File: src/rtl/piso_serializer_pkg.sv
// Shared definitions for the parallel-in serial-out transmitter: FSM state
// encoding and the counter width helper.
package piso_pkg;

  // Two-state controller: nothing loaded, or a word is being shifted out.
  typedef enum logic {
    S_IDLE  = 1'b0,
    S_SHIFT = 1'b1
  } state_e;

  // Bits needed to hold the values 0..value-1, never less than one bit.
  function automatic int clog2(input int value);
    int result;
    result = 1;
    for (int i = 1; i < 32; i++) begin
      if ((32'd1 << i) < value) begin
        result = i + 1;
      end else begin
        result = result;
      end
    end
    return result;
  endfunction

endpackage

File: src/rtl/piso_serializer_bit_counter.sv
// Mod-WIDTH bit index counter for the serializer. Tracks which bit of the
// current word is on the serial output and flags the last one.
module bit_counter
  import piso_pkg::*;
#(
  parameter int WIDTH = 4
) (
  input  logic clk,
  input  logic rst,     // synchronous, active-low
  input  logic i_clr,   // return to zero when the shifter goes idle
  input  logic i_load,  // restart at bit 0 when a new word is loaded
  input  logic i_inc,   // advance to the next bit
  output logic o_tc     // current bit is the last bit of the word
);

  localparam int CNT_W = clog2(WIDTH);
  localparam logic [CNT_W-1:0] LAST_IDX = CNT_W'(WIDTH - 1);

  logic [CNT_W-1:0] r_cnt;

  // Bit index register; saturates at the last index so it only wraps on a load.
  always_ff @(posedge clk) begin
    if (!rst) begin
      r_cnt <= {CNT_W{1'b0}};
    end else if (i_clr || i_load) begin
      r_cnt <= {CNT_W{1'b0}};
    end else if (i_inc && (r_cnt != LAST_IDX)) begin
      r_cnt <= r_cnt + {{(CNT_W-1){1'b0}}, 1'b1};
    end else begin
      r_cnt <= r_cnt;
    end
  end

  assign o_tc = (r_cnt == LAST_IDX);

endmodule

File: src/rtl/piso_serializer.sv
// Parallel-in serial-out transmitter. Takes a word over valid/ready and emits
// it one bit per clock on sout, qualified by sout_valid. A new word can be
// accepted on the cycle carrying the last bit, so streams have no bubbles.
module piso_serializer
  import piso_pkg::*;
#(
  parameter int WIDTH     = 4,
  parameter int MSB_FIRST = 1
) (
  input  logic             clk,
  input  logic             rst,        // synchronous, active-low
  input  logic             in_valid,
  output logic             in_ready,
  input  logic [WIDTH-1:0] in_data,
  output logic             sout,
  output logic             sout_valid,
  output logic             busy,
  output logic             done
);

  localparam bit MSB_OUT = (MSB_FIRST != 0);

  state_e           r_state;
  state_e           w_state_nxt;
  logic [WIDTH-1:0] r_shreg;
  logic [WIDTH-1:0] w_shreg_nxt;
  logic             r_sout;
  logic             w_sout_nxt;
  logic             r_sout_valid;
  logic             w_sout_valid_nxt;

  logic             w_tc;
  logic             w_cnt_clr;
  logic             w_cnt_load;
  logic             w_cnt_inc;
  logic             w_accept;
  logic             w_first_bit;
  logic             w_next_bit;
  logic [WIDTH-1:0] w_shifted;

  bit_counter #(
    .WIDTH (WIDTH)
  ) u_bit_counter (
    .clk    (clk),
    .rst    (rst),
    .i_clr  (w_cnt_clr),
    .i_load (w_cnt_load),
    .i_inc  (w_cnt_inc),
    .o_tc   (w_tc)
  );

  // Ready when idle or on the last bit; gated by reset so nothing is taken then.
  assign in_ready = rst && ((r_state == S_IDLE) || ((r_state == S_SHIFT) && w_tc));
  assign w_accept = in_valid && in_ready;

  // Bit order selection: which end of the word leaves first.
  assign w_first_bit = MSB_OUT ? in_data[WIDTH-1] : in_data[0];
  assign w_next_bit  = MSB_OUT ? r_shreg[WIDTH-2] : r_shreg[1];
  assign w_shifted   = MSB_OUT ? {r_shreg[WIDTH-2:0], 1'b0} : {1'b0, r_shreg[WIDTH-1:1]};

  // Next-state and datapath decisions; everything holds unless a case says otherwise.
  always_comb begin
    w_state_nxt      = r_state;
    w_shreg_nxt      = r_shreg;
    w_sout_nxt       = r_sout;
    w_sout_valid_nxt = r_sout_valid;
    w_cnt_clr        = 1'b0;
    w_cnt_load       = 1'b0;
    w_cnt_inc        = 1'b0;
    case (r_state)
      S_IDLE: begin
        if (w_accept) begin
          w_state_nxt      = S_SHIFT;
          w_shreg_nxt      = in_data;
          w_sout_nxt       = w_first_bit;
          w_sout_valid_nxt = 1'b1;
          w_cnt_load       = 1'b1;
        end else begin
          w_sout_nxt       = 1'b0;
          w_sout_valid_nxt = 1'b0;
        end
      end
      S_SHIFT: begin
        if (!w_tc) begin
          w_shreg_nxt = w_shifted;
          w_sout_nxt  = w_next_bit;
          w_cnt_inc   = 1'b1;
        end else if (w_accept) begin
          // Back-to-back word: reload straight from the last bit, no idle gap.
          w_state_nxt      = S_SHIFT;
          w_shreg_nxt      = in_data;
          w_sout_nxt       = w_first_bit;
          w_sout_valid_nxt = 1'b1;
          w_cnt_load       = 1'b1;
        end else begin
          w_state_nxt      = S_IDLE;
          w_sout_nxt       = 1'b0;
          w_sout_valid_nxt = 1'b0;
          w_cnt_clr        = 1'b1;
        end
      end
      default: begin
        w_state_nxt      = S_IDLE;
        w_sout_nxt       = 1'b0;
        w_sout_valid_nxt = 1'b0;
        w_cnt_clr        = 1'b1;
      end
    endcase
  end

  // Controller state register.
  always_ff @(posedge clk) begin
    if (!rst) begin
      r_state <= S_IDLE;
    end else begin
      r_state <= w_state_nxt;
    end
  end

  // Shift register and registered serial outputs.
  always_ff @(posedge clk) begin
    if (!rst) begin
      r_shreg      <= {WIDTH{1'b0}};
      r_sout       <= 1'b0;
      r_sout_valid <= 1'b0;
    end else begin
      r_shreg      <= w_shreg_nxt;
      r_sout       <= w_sout_nxt;
      r_sout_valid <= w_sout_valid_nxt;
    end
  end

  assign sout       = r_sout;
  assign sout_valid = r_sout_valid;
  assign busy       = (r_state == S_SHIFT);
  assign done       = (r_state == S_SHIFT) && w_tc;

endmodule

File: config.mk
export PLATFORM = sky130hd
export DESIGN_NAME = piso_serializer
export DESIGN_NICKNAME = d
export VERILOG_FILES = /design/src/rtl/piso_serializer_pkg.sv /design/src/rtl/piso_serializer_bit_counter.sv /design/src/rtl/piso_serializer.sv
export SDC_FILE = /design/constraint.sdc
export NUM_CORES = 1
export LEC_CHECK = 0
export CORE_AREA = 10 10 47 49
export CTS_CLUSTER_DIAMETER = 50
export DETAILED_ROUTE_END_ITERATION = 16
export DIE_AREA = 0 0 57 59
export DONT_BUFFER_PORTS = 1
export PLACE_DENSITY = 0.53
export SLEW_MARGIN = 25
export SYNTH_ARGS = -nofsm -noshare
export SYNTH_HDL_FRONTEND = slang
export SYNTH_HIERARCHICAL = 1
export SYNTH_SLANG_ARGS = --single-unit
File: constraint.sdc
create_clock -name clk -period 1.7 [get_ports clk]
set_input_delay 0.34 -clock clk [delete_from_list [all_inputs] [get_ports clk]]
set_output_delay 0.34 -clock clk [all_outputs]
set_load 0.01 [all_outputs]
### After elaboration in Yosys (flattened, before gate mapping)

Index checks and enable logic that the tools add are counted.

* register bits after elaboration: 9
* logic and storage cells: 36
* output and inout port bits: 5

* equal/unequal tests: 3
* mux-type cells: 18
* $add $sub $neg: 1
* reduce and logical (&&, ||, !) cells: 7
* bitwise operators: 2

Operators with widths (number)
* 1-bit 2-to-1 mux: 11
* 4-bit 2-to-1 mux: 2
* 1-bit case mux with 2 select lines: 4
* 4-bit case mux with 2 select lines: 1
* 1-bit logical AND: 4
* 2-bit by 1-bit adder with 2-bit output, second input constant: 1
* 2-bit == test, second input constant: 1
* 1-bit logical OR: 2
* 2-bit by 1-bit inequality test with 1-bit output, second input constant: 1
* 2-bit inequality test, second input constant: 1
* 1-bit NOT: 2
* 2-bit OR reduction: 1

### Logic depth before layout (Yosys ltp)

Gate-level depths: netlist of run 1.

* depth in word-level cells: 10
* depth in mapped cells: 7
* depth with buffers taken out: 6

### By module

The synthesis of run 1 kept the hierarchy.

Modules (own cells, without submodules)
* piso_serializer: area an instance 295.3 um^2, times used 1, cells an instance 29, seq. area each 120.1 um^2
* bit_counter: area an instance 100.1 um^2, times used 1, cells an instance 10, seq. area each 40.0 um^2

### Worst setup path after synthesis of run 1

No wires, ideal clock.

* path kind: register to register
* start point: reg u_bit_counter.r_cnt[0]
* end point: reg u_bit_counter.r_cnt[1]
* cell stages (with the launch flop): 8
* data required time: 1586 ps
* buffers on the path: 1
* arrival time: 1232 ps
* period minus slack after synthesis: 1347 ps
* path slack: 353 ps
* cell sequence: dfxtp_1 -> ha_1 -> nand2b_4 -> buf_6 -> inv_2 -> nor2b_4 -> mux2i_1 -> nor2_1

* elaborated cells on any way between the ends: 18
* classes of those cells: add/sub (1); eq/ne (2); mux (8); reduce/logical (7)

RTL lines
* start, declared: RTL line piso_serializer_bit_counter.sv:19 `logic [CNT_W-1:0] r_cnt;`
* start signal, assigned: RTL line piso_serializer_bit_counter.sv:24 `r_cnt <= {CNT_W{1'b0}};`
* start signal, assigned: RTL line piso_serializer_bit_counter.sv:26 `r_cnt <= {CNT_W{1'b0}};`
* start signal, assigned: RTL line piso_serializer_bit_counter.sv:28 `r_cnt <= r_cnt + {{(CNT_W-1){1'b0}}, 1'b1};`
* 2-bit == test: RTL line piso_serializer_bit_counter.sv:34 `assign o_tc = (r_cnt == LAST_IDX);`
* net w_tc: RTL line piso_serializer.sv:32 `logic w_tc;`
* 1-bit 2-to-1 mux: RTL line piso_serializer.sv:84 `if (!w_tc) begin`
* 1-bit 2-to-1 mux: RTL line piso_serializer.sv:70 `case (r_state)`
* net w_cnt_inc: RTL line piso_serializer.sv:35 `logic w_cnt_inc;`
* 1-bit logical AND: RTL line piso_serializer_bit_counter.sv:27 `end else if (i_inc && (r_cnt != LAST_IDX)) begin`

The timed path passes the listed nets, and every way through them passes these cells.
A chain may end at the register's enable or synchronous reset.

### Worst setup path in the final report of run 1

* start point: reg u_bit_counter.r_cnt[0]
* end point: out in_ready

* cells in the longest elaborated chain, start to end: 4

RTL lines
* 2-bit == test: RTL line piso_serializer_bit_counter.sv:34
* net w_tc: RTL line piso_serializer.sv:32
* 1-bit logical AND: RTL line piso_serializer.sv:53 `assign in_ready = rst && ((r_state == S_IDLE) || ((r_state == S_SHIFT) && w_tc));`
* 1-bit logical OR: RTL line piso_serializer.sv:53
* 1-bit logical AND: RTL line piso_serializer.sv:53
* end, declared: RTL line piso_serializer.sv:13 `output logic in_ready,`

The timed path passes the listed nets, and every way through them passes these cells.

==> impl_metrics.toml, run 1 <==
[synthesis]
avgSynthCellArea_um2 = 10.1
yosysMostFrequentCell = "dfxtp_1"
async_reset_ff_share_pct = 0
synth_edf_count = 0
synth_flop_cell = "dfxtp_1"
synth-seq-cells = 8
syn-instance-count = 39
synth_area_leader_cell = "dfxtp_1"
yosysSeqAreaShare_pct = 40.5
netlist_area_um2 = 395
synth_cell_types = 20
synthesis.nets = 47
ys_warn_count = 6
synth.top_cells.by_count = "dfxtp_1 (8), mux2i_1 (4), nand2_1 (4)"
yosys-top-cells-area = "dfxtp_1 (41%), mux2i_1 (10%), nor2b_4 (7.0%), a21boi_2 (5.7%), nand2_1 (3.8%)"
yosysTopAreaCellShare_pct = 40.5

[floorplanning]
start_util_pct = 28.2
die_w_um = 57
core_area_um2 = 1400
chipHeight_um = 59
io_pins = 12
row_count = 14
die_area_um2 = 3360

[worst_setup_path]
worstPathRequired_ps = 1360
start_kind = "register"
cp.depth = 3
slowest_stage = "dfxtp_1"
reg2regPathDepth = 6
critical_path_class = "register to primary output"
worst-path-max-fanout = 9
crit_arrival_ps = 1190
path_cells = "ha_1, nand2b_4, and2_4"
slowest_delay_ps = 340
endpoint_kind = "primary output"
critical_path_buf_inv_count = 0
critical-path-top-delay-family = "simple AND/OR/NAND/NOR gates"

[sta]
setup_tns_ps = 0
timing.fmax_mhz = 653
finalHoldViolCount = 0
slew_viol_final = 0
worst_pin_slew_ps = 248
clock_skew_ps = 6.67
setup_viol = 0
setup_ws_ps = 169
grt_setup_unrepaired = "false"
fin_crit_ps = 1530
min_period_over_period_pct = 90.0
slew_headroom_pct = 83.0

[cts]
cts_tree = "yes"
cts.htree.levels = 1
clockRootBuffer = "clkbuf_4"
clkTransAtPathRegs_ps = 50
cts-hold-fix-buffers = 0
clk_latency_ps = 250
clk_path_buf_depth = 2
cts_resized = 0
cts_setup_buffers = 0
cts.sinks = 8
cts_made_buffers = 3

[power_and_ir_drop]
comb_power_share_pct = 12.0
net-switching-power_uw = 91.9
p_leak_uw = 0.000176
vdd_drop_max_mv = 0.396
p_clk_share_pct = 35.0
cellPowerDensity_nw_per_um2 = 950
internal_power_uw = 309
pwr-share-seq_pct = 53.0
swShare_pct = 23.0
finalPower_uw = 401

[global_routing]
grt_usage_pct = 4.71
grt_pass1_wl_mm = 1.21
gr-total-overflow = 0
grt_pass1_vias = 275
grt_max_degree = 10
antenna_found_initial = 0

[route]
first_iter_violations = 3
drc_errors = 0
wirelength_um = 725
wl_per_cell_um = 12.9
drt-vias-per-instance = 4.55
antenna_left = 0
drt-pass1-iter-count = 2
vias = 255

[outcome]
status = "complete, no violations"

[run]
drv_cap = 0

[finish]
final_nets = 50
layout-drive-gt1-share_pct = 30.0
diodes = 0
fillers = 162
area_growth_pct = 6.65

[placed_design]
port_buffers = 0
preCtsSetupSlack_ps = 338
dpl.hpwl_um = 572
place_congestion = 0.624

[worst_hold_path]
whs_path_depth = 1
hold_class = "primary input to register"
[layout make-up]
cell class	count	area, um^2	area share (%)
clock buffer	3	22.5	5.34
inverter	1	3.75	0.890
multi-input combinational	28	215	51.0
sequential	8	160	38.0
tap	16	20.0	4.75
[through the flow]
stage                     utilization, %  instance area (um^2)  std cells  hold slack [ps]
after floorplan                        -                   395         39              440
after global placement              28.5                   399         53              468
after detailed placement            28.5                   399         53              460
after CTS                           30.1                   422         56              202
after global routing                30.1                   422         56              193
final                               30.1                   422         56              206
[path summary, 6_finish.rpt]
check | from | end | slack, ps
setup / recovery | u_bit_counter/r_cnt[0] | in_ready | 170
setup reg to reg | u_bit_counter/r_cnt[0] | u_bit_counter/r_cnt[1] | 340
hold / removal | rst | busy | 210
hold reg to reg | r_shreg[2] | sout | 470
[kinds of logic after synthesis]
group / after synthesis / synth area share (%)
buffers and inverters: 3 / 5.06
muxes: 4 / 10.1
adders and majority gates: 1 / 3.16
and+or+nand+nor: 14 / 24.4
AOI/OAI and AO/OA: 8 / 14.6
DFF: 8 / 40.5
xor gates and xnor gates: 1 / 2.22
[per-layer routing]
metal | up-vias | track usage [%] | part of all wire (%)
li1 | 133 | - | -
met5 | - | 0 | 0
met4 | 0 | 1.01 | 0.83
met1 | 110 | 4.38 | 41
met3 | 2 | 6.22 | 19
met2 | 10 | 6.20 | 39
[worst reg2reg max path, stage by stage, from the launching register on]
cell      delay, ps
dfxtp_1         310
ha_1            240
nand2b_4        190
inv_2            90
nor2b_4         160
mux2i_1         190
nor2_1           50
[sequential cells by signal, indices dropped and copies added (netlist names)]
signal,flops
u_bit_counter/r_cnt,2
busy,1
r_shreg,3
sout,1
sout_valid,1
[power by group through the flow]
| stage | sequential [uW] | combinational [uW] | clock, uW |
|---|---|---|---|
| finish | 212 | 48.0 | 140 |
| global route | 214 | 54.4 | 160 |
| CTS | 213 | 48.9 | 147 |
| detailed placement | 217 | 48.5 | 0 |
| global placement | 217 | 48.2 | 0 |
| floorplan | 214 | 50.5 | 0 |
[cell usage in the layout, fill, tap and decap left out]
cell type,instances
mux2i_1,4
o21ai_0,2
inv_2,1
ha_1,1
nand3_1,1
nand2_1,4
a21oi_1,2
clkbuf_4,3
nand2b_4,1
and2_4,1
a21boi_2,2
dfxtp_1,8
and3_2,1
nor2_1,3
xnor2_1,1
o21a_1,1
and2_2,1
a21boi_0,1
nor2b_4,2
(Power assumes the default switching activity.)
==> run 2: changes to the inputs <==
--- a/config.mk
+++ b/config.mk
@@ -11,7 +11,7 @@
 export DIE_AREA = 0 0 57 59
 export DONT_BUFFER_PORTS = 1
 export PLACE_DENSITY = 0.53
-export SLEW_MARGIN = 25
+export SLEW_MARGIN = 5
 export SYNTH_ARGS = -nofsm -noshare
 export SYNTH_HDL_FRONTEND = slang
 export SYNTH_HIERARCHICAL = 1
==> results of run 2 <==
Final layout, timing and power as in run 1 (identical DEF).
